**src/rtl/flash_read_ctrl.sv**
```systemverilog
// SPI flash reader: a key_flag pulse issues READ (0x03) at a fixed 24-bit address and
// streams NUM_BYTE bytes out on rx_data/rx_valid. SPI mode 0, sck = sys_clk/4.
module flash_read_ctrl #(
  parameter logic [7:0]  READ_CMD  = 8'h03,
  parameter logic [7:0]  S_ADDR    = 8'h00,
  parameter logic [7:0]  P_ADDR    = 8'h04,
  parameter logic [7:0]  B_ADDR    = 8'h25,
  parameter logic [15:0] NUM_BYTE  = 16'd100,
  parameter logic [5:0]  GUARD_CLK = 6'd32
) (
  input  logic       sys_clk,
  input  logic       sys_rst_n,
  input  logic       key_flag,
  input  logic       miso,
  output logic       cs_n,
  output logic       sck,
  output logic       mosi,
  output logic [7:0] rx_data,
  output logic       rx_valid,
  output logic       busy,
  output logic       done
);

  typedef enum logic [4:0] {
    IDLE  = 5'b00001,
    SETUP = 5'b00010,
    CMD   = 5'b00100,
    READ  = 5'b01000,
    HOLD  = 5'b10000
  } state_t;

  localparam logic [31:0] CMD_WORD   = {READ_CMD, S_ADDR, P_ADDR, B_ADDR};
  localparam logic [6:0]  GUARD_LAST = {1'b0, GUARD_CLK} - 7'd1;
  localparam logic [6:0]  GUARD_END  = {1'b0, GUARD_CLK};
  localparam logic [15:0] BYTE_LAST  = NUM_BYTE - 16'd1;

  state_t      state, nxt_state;
  logic [6:0]  cnt, nxt_cnt;
  logic [15:0] byte_cnt, nxt_byte_cnt;
  logic [7:0]  shreg;
  logic [4:0]  bit_idx;
  logic        cs_n_d, sck_d, mosi_d, done_d, sample, byte_end;

  always_ff @(posedge sys_clk or negedge sys_rst_n) begin
    if (!sys_rst_n) begin
      state    <= IDLE;
      cnt      <= '0;
      byte_cnt <= '0;
    end else begin
      state    <= nxt_state;
      cnt      <= nxt_cnt;
      byte_cnt <= nxt_byte_cnt;
    end
  end

  // cnt is the cycle index within the current state; in CMD/READ its low two bits
  // are the bit-slot phase and the upper bits the bit number.
  always_comb begin
    nxt_state    = state;
    nxt_cnt      = cnt + 7'd1;
    nxt_byte_cnt = byte_cnt;
    case (state)
      IDLE: begin
        nxt_cnt = '0;
        if (key_flag) nxt_state = SETUP;
      end
      SETUP: if (cnt == GUARD_LAST) begin
        nxt_state = CMD;
        nxt_cnt   = '0;
      end
      CMD: if (cnt == 7'd127) begin
        nxt_state = READ;
        nxt_cnt   = '0;
      end
      READ: if (cnt == 7'd31) begin
        nxt_cnt = '0;
        if (byte_cnt == BYTE_LAST) begin
          nxt_state    = HOLD;
          nxt_byte_cnt = '0;
        end else begin
          nxt_byte_cnt = byte_cnt + 16'd1;
        end
      end
      HOLD: if (cnt == GUARD_END) begin
        nxt_state = IDLE;
        nxt_cnt   = '0;
      end
      default: begin
        nxt_state    = IDLE;
        nxt_cnt      = '0;
        nxt_byte_cnt = '0;
      end
    endcase
  end

  // Pin values are decoded from the next state so every output leaves a flop;
  // the extra HOLD cycle at cnt == GUARD_CLK is the done cycle with cs_n released.
  always_comb begin
    bit_idx  = 5'd31 - nxt_cnt[6:2];
    done_d   = (nxt_state == HOLD) && (nxt_cnt == GUARD_END);
    cs_n_d   = (nxt_state == IDLE) || done_d;
    sck_d    = ((nxt_state == CMD) || (nxt_state == READ)) && nxt_cnt[1];
    mosi_d   = (nxt_state == CMD) && CMD_WORD[bit_idx];
    sample   = ((state == CMD) || (state == READ)) && (cnt[1:0] == 2'd2);
    byte_end = (state == READ) && (cnt == 7'd31);
  end

  always_ff @(posedge sys_clk or negedge sys_rst_n) begin
    if (!sys_rst_n) begin
      cs_n     <= 1'b1;
      sck      <= 1'b0;
      mosi     <= 1'b0;
      busy     <= 1'b0;
      done     <= 1'b0;
      shreg    <= '0;
      rx_data  <= '0;
      rx_valid <= 1'b0;
    end else begin
      cs_n     <= cs_n_d;
      sck      <= sck_d;
      mosi     <= mosi_d;
      busy     <= ~cs_n_d;
      done     <= done_d;
      rx_valid <= byte_end;
      if (sample)   shreg   <= {shreg[6:0], miso};
      if (byte_end) rx_data <= shreg;
    end
  end

endmodule

```
**config.mk**
```make
export PLATFORM = sky130hd
export DESIGN_NAME = flash_read_ctrl
export DESIGN_NICKNAME = d
export VERILOG_FILES = /design/src/rtl/flash_read_ctrl.sv
export SDC_FILE = /design/constraint.sdc
export NUM_CORES = 1
export LEC_CHECK = 0
export CORE_MARGIN = 10
export CORE_UTILIZATION = 40
export CTS_BUF_LIST = sky130_fd_sc_hd__clkbuf_4
export DETAILED_ROUTE_END_ITERATION = 16
export PLACE_DENSITY = 0.66
export SYNTH_ARGS = -nofsm -noshare
export SYNTH_HDL_FRONTEND = slang
export SYNTH_SLANG_ARGS = --single-unit
```
**constraint.sdc**
```tcl
create_clock -name sys_clk -period 2.46 [get_ports sys_clk]
set_input_delay 0.246 -clock sys_clk [delete_from_list [all_inputs] [get_ports sys_clk]]
set_output_delay 0.246 -clock sys_clk [all_outputs]
set_load 0.05 [all_outputs]
```
# [Yosys cells after proc, flatten, opt, wreduce, memory -nomap -nowiden]
# Memory sizes are Yosys's and may differ from the RTL's.
# Cells that the tools add are included.
[totals] register_bits=50 latchBits=0 ramBits=0 romBits=32 output_inout_bits=14 word_cells=60 n_memories=1
[memory_table] memory="(no name shown)" words=32 word_bits=1 rd=1 rd_ports_with_merged_regs=0 wr=0 line="103" rtl="mosi_d = (nxt_state == CMD) && CMD_WORD[bit_idx];"
[op_classes] addsub=3 multipliers=0 n_div=0 order_cmp=1 n_eq_ne=16 n_shift=0 muxes=15 n_bitwise=2 n_reduce_logical=11
[ops] op="two-way mux 16 bit" n=2
[ops] op="case mux 16 bit (2 select lines)" n=1
[ops] op="two-way mux 5 bit" n=6
[ops] op="case mux 5 bit (5 select lines)" n=1
[ops] op="two-way mux 7 bit" n=3
[ops] op="case mux 7 bit (3 select lines)" n=1
[ops] op="adder 16 x 1 -> 16 bit (second input constant)" n=1
[ops] op="equality test 16 x 7 -> 1 bit (second input constant)" n=1
[ops] op="equality test 7 x 6 -> 1 bit (second input constant)" n=2
[ops] op="equality test 5 x 1 -> 1 bit (second input constant)" n=2
[ops] op="equality test 5 x 3 -> 1 bit (second input constant)" n=2
[ops] op="equality test 5 x 4 -> 1 bit (second input constant)" n=2
[ops] op="equality test 5 bit (second input constant)" n=2
[ops] op="adder 7 x 1 -> 7 bit (second input constant)" n=1
[ops] op="equality test 7 x 5 -> 1 bit (second input constant)" n=1
[ops] op="equality test 7 bit (second input constant)" n=1
[ops] op="< comparator 5 x 6 -> 1 bit (second input constant)" n=1
[ops] op="equality test 5 x 2 -> 1 bit (second input constant)" n=1
[ops] op="logical AND 1 bit" n=5
[ops] op="subtractor 5 bit (first input constant)" n=1
[ops] op="OR reduction 4 bit" n=1
[ops] op="logical OR 1 bit" n=3
[ops] op="equality test 2 bit (second input constant)" n=1
[ops] op="!= test 2 bit (second input constant)" n=1
[ops] op="other kinds (4)" n=5

# [Longest topological paths before layout]
[depth] ltp_word=8 mapped_depth=9 ltp_nobuf=8

# [Worst setup path after synthesis]
# OpenSTA, ideal clock, no wires.
[synth_path] path_kind="reg2reg" startpoint="reg cnt[1]" endpoint="reg mosi" setup_ps=82 arrival_ps=1863 required_ps=2378 path_slack_ps=515 path_stages_with_launch=8 n_path_buf=0 synth_period_minus_slack_ps=1945 cell_sequence="dfrtp_1 -> ha_1 -> and4_4 -> nand2_2 -> or3_1 -> a2111oi_0 -> o41ai_1 -> a31oi_1"
[synth_between] elab_chain_cells=7
[synth_rtl] element="start, declared" line="38" rtl="logic [6:0] cnt, nxt_cnt;"
[synth_rtl] element="start signal, assigned" line="51" rtl="cnt <= nxt_cnt;"
[synth_rtl] element="adder 7 x 1 -> 7 bit, or another cell as far along" line="60" rtl="nxt_cnt = cnt + 7'd1;"
[synth_rtl] element="two-way mux 7 bit, on equally long branches"
[synth_rtl] element="case mux 7 bit (3 select lines)" line="62" rtl="case (state)"
[synth_rtl] element="subtractor 5 bit" line="99" rtl="bit_idx = 5'd31 - nxt_cnt[6:2];"
[synth_rtl] element="memory (32 x 1 bit)"
[synth_rtl] element="two-way mux 1 bit (not written as such)" line="103"
[synth_rtl] element="logical AND 1 bit *" line="103"
[synth_rtl] element="via mosi_d" line="42" rtl="logic cs_n_d, sck_d, mosi_d, done_d, sample, byte_end;"
[synth_rtl] element="end signal, assigned" line="121" rtl="mosi <= mosi_d;"
[synth_rtl] element="end, declared" line="17" rtl="output logic mosi,"
# The timed path passes the listed nets; every way through them passes the cells marked *. The select of a mux whose other input is x is not followed.
# A chain may end at the register's enable or synchronous reset.

# [Worst setup path after layout]
[layout_path] startpoint="reg byte_cnt[0]" endpoint="reg sck"
[layout_between] elab_chain_cells=7
[layout_rtl] element="start, declared" line="39" rtl="logic [15:0] byte_cnt, nxt_byte_cnt;"
[layout_rtl] element="start signal, assigned" line="52" rtl="byte_cnt <= nxt_byte_cnt;"
[layout_rtl] element="equality test 16 x 7 -> 1 bit *" line="77" rtl="if (byte_cnt == BYTE_LAST) begin"
[layout_rtl] element="two-way mux 5 bit *" line="77"
[layout_rtl] element="two-way mux 5 bit *" line="75" rtl="READ: if (cnt == 7'd31) begin"
[layout_rtl] element="case mux 5 bit (5 select lines) *" line="62"
[layout_rtl] element="equality test 5 x 3 -> 1 bit or equality test 5 x 4 -> 1 bit (tied branches)" line="102" rtl="sck_d = ((nxt_state == CMD) || (nxt_state == READ)) && nxt_cnt[1];"
[layout_rtl] element="logical OR 1 bit *" line="102"
[layout_rtl] element="logical AND 1 bit *" line="102"
[layout_rtl] element="via sck_d" line="42"
[layout_rtl] element="end signal, assigned" line="120" rtl="sck <= sck_d;"
[layout_rtl] element="end, declared" line="16" rtl="output logic sck,"
# The timed path passes the listed nets; every way through them passes the cells marked *.

==> flow_summary.json <==
{
  "viasPerCell": 5.52,
  "synth_warnings": 0,
  "placementRows": 29,
  "drtIter0Drc": 131,
  "dieArea_mm2": 0.0103,
  "slew_viol_final": 0,
  "finalSetupViolCount": 0,
  "cts-buffers-inserted": 5,
  "fin_setup_tns_ns": 0,
  "syn_inst": 277,
  "worst_pin_slew_ns": 0.672,
  "max-slew-margin-rel_pct": 55.2,
  "cp_slowest_cell": "o41ai_1",
  "grt_usage_pct": 11.6,
  "skew_ns": 0.0145,
  "rr_worst_depth": 6,
  "min_period_ns": 2.23,
  "maxCapViolations": 0,
  "die_y_um": 101,
  "hold_class": "in2async",
  "synth_cell_types": 60,
  "hold_viol": 0,
  "min_period_over_period_pct": 90.7,
  "synth_flop_cell": "dfrtp_1",
  "p_leak_nw": 1.34,
  "ir_drop_v": 0.000649,
  "ios": 18,
  "cp-start-kind": "flop",
  "critPathMaxStageDelay_ns": 0.57,
  "hpwl_um": 4190,
  "power_density_mw_per_mm2": 611,
  "start_util_pct": 41.5,
  "grt_max_degree": 30,
  "worstPathRequired_ns": 2.71,
  "clock_path_buffers": 2,
  "clockRootBuffer": "clkbuf_4",
  "mostFrequentLayoutCells": "dfrtp_1, nand2_1, nor2_1, o21ai_0",
  "drtPass1Iterations": 4,
  "grt_pass1_wl_um": 9860,
  "arrival_ns": 2.49,
  "routedWlPerCell_um": 15.2,
  "io_buffer_count": 17,
  "diodes": 0,
  "grt.overflow.total": 0,
  "path_max_fanout": 6,
  "fin_ws_ns": 0.228,
  "cts_tree": "built",
  "syn_nets": 285,
  "path_clk_slew_ns": 0.17,
  "clock.fmax_mhz": 448,
  "cts_max_level": 2,
  "crit_type": "reg2reg",
  "cts.sinks": 50,
  "ys_ff_latch": 50,
  "crit_path_end_kind": "flop",
  "synth_area_mm2": 0.00265,
  "post-place-ws_ns": 0.229,
  "status": "complete, no violations",
  "grt_antenna_before_repair": 0,
  "synth-async-reset-ratio_pct": 100,
  "core-area_mm2": 0.00639,
  "gp_congestion": 0.877,
  "grt_pass1_vias": 1974,
  "final_common_cell": "dfrtp_1",
  "cp_cell_sequence": "ha_1, and4b_1, nand4_1, and2_1, o41ai_1, a21boi_1",
  "wirelength_um": 5770,
  "drive_gt1_share_pct": 14.9,
  "final_nets": 310,
  "rsz0062_at_grt": "false",
  "detail-route-antenna-nets": 0,
  "fin_util_pct": 47.1,
  "dr_total_vias": 2098,
  "synth_edf_count": 0,
  "drc": 0,
  "yosysSeqAreaShare_pct": 47.3,
  "avgSynthCellArea_um2": 9.56,
  "fp.dieW_um": 101,
  "clk_latency_ns": 0.38,
  "syn_to_final_growth_pct": 13.5
}
[through the flow]
stage / std cells / power (W) / hold slack, ns / area (µm²)
floorplan: 277 / 0.00128 / -0.0496 / 2650
finish: 380 / 0.00184 / 0.426 / 3010
detailed placement: 371 / 0.00144 / 0.322 / 2930
global placement: 371 / 0.00145 / 0.324 / 2930
CTS: 380 / 0.00186 / 0.431 / 3000
global route: 380 / 0.00195 / 0.448 / 3010
[power breakdown]
part           total (W)  switching (W)  internal [W]
clock           0.000411       0.000289      0.000122
combinational   0.000490       0.000317      0.000173
sequential      0.000936      0.0000603      0.000876
total            0.00184       0.000667       0.00117
[timing repair]
action | 4_1_cts | 5_1_grt
endpoints found under the hold margin | 27 | 0
hold buffers | 1 | 0
setup endpoints to repair | 0 | 2
resized for setup | 0 | 1
setup buffers | 0 | 0
[worst max-delay path: cells and delay by family (launching register included)]
kind	cells	cell delay [ns]
compound gates	2	0.69
fa+ha+maj	1	0.28
flops	1	0.44
simple gates	3	0.70
[state kept, by name, indices dropped and copies added (netlist names)]
register	flops
done	1
shreg	8
rx_valid	1
state	5
sck	1
cs_n	1
byte_cnt	16
busy	1
cnt	7
rx_data	8
mosi	1
[cell families after synthesis]
| family | Yosys count | synth area share [%] |
|---|---|---|
| AO/OA/AOI/OAI | 63 | 16.8 |
| XOR/XNOR | 8 | 2.64 |
| adder cells (fa/ha/maj) | 4 | 1.89 |
| buffers and inverters | 18 | 3.21 |
| flip-flops | 50 | 47.3 |
| multiplexers | 8 | 3.40 |
| AND/OR/NAND/NOR | 126 | 24.8 |
[area by class of cell]
class | instances | area [µm²]
fillers | 612 | 3380
multi-input cells | 209 | 1310
flip-flops and latches | 50 | 1250
repair buffers | 28 | 250
well taps | 77 | 96.3
clock buffers | 5 | 37.5
inverters | 8 | 30.0
clock inverters | 3 | 26.3
[cells in the mapped netlist, types with 2 or more instances]
library cell  number  area (µm²)
ha_1               4        50.1
mux2_2             8        90.1
o41ai_1            2        17.5
and2_1             3        18.8
or2_1              2        12.5
nor4_1             4        25.0
nand3_1           16        80.1
nand2_1           35         131
o21ai_1            8        40.0
nor2_1            22        82.6
and3_1             7        43.8
nand2b_1           9        56.3
xor2_1             4        35.0
nor3_2             2        20.0
inv_1              6        22.5
dfstp_2            2        52.6
o31ai_1            5        37.5
or3_1              4        25.0
o21ai_0           22         110
a21oi_1            4        20.0
xnor2_1            4        35.0
nor3_1             7        35.0
clkbuf_1           3        11.3
a31oi_1            6        37.5
buf_2              5        25.0
dfrtp_1           48        1200
o31ai_2            2        25.0
[path summary, 6_finish.rpt]
kind,startpoint,to,slack (ns)
worst max-delay path,byte_cnt[0],sck,0.23
worst min-delay path,sys_rst_n,byte_cnt[0],0.43
worst max register to register,byte_cnt[0],sck,0.23
worst min register to register,cnt[0],cnt[0],0.49
max in group asynchronous,sys_rst_n,state[0],1.35
min in group sys_clk,miso,shreg[0],0.46
[routing by layer]
metal / share of wire (%) / wire length, µm / up-vias / GRT usage [%]
met5: 0 / 0 / - / 0
met4: 1.0 / 59 / 0 / 3.75
met3: 4.1 / 234 / 4 / 2.79
met2: 48 / 2750 / 47 / 18.1
met1: 47 / 2720 / 1007 / 15.3
li1: - / - / 1040 / -
Note: power is estimated with default switching activity, not from simulation.
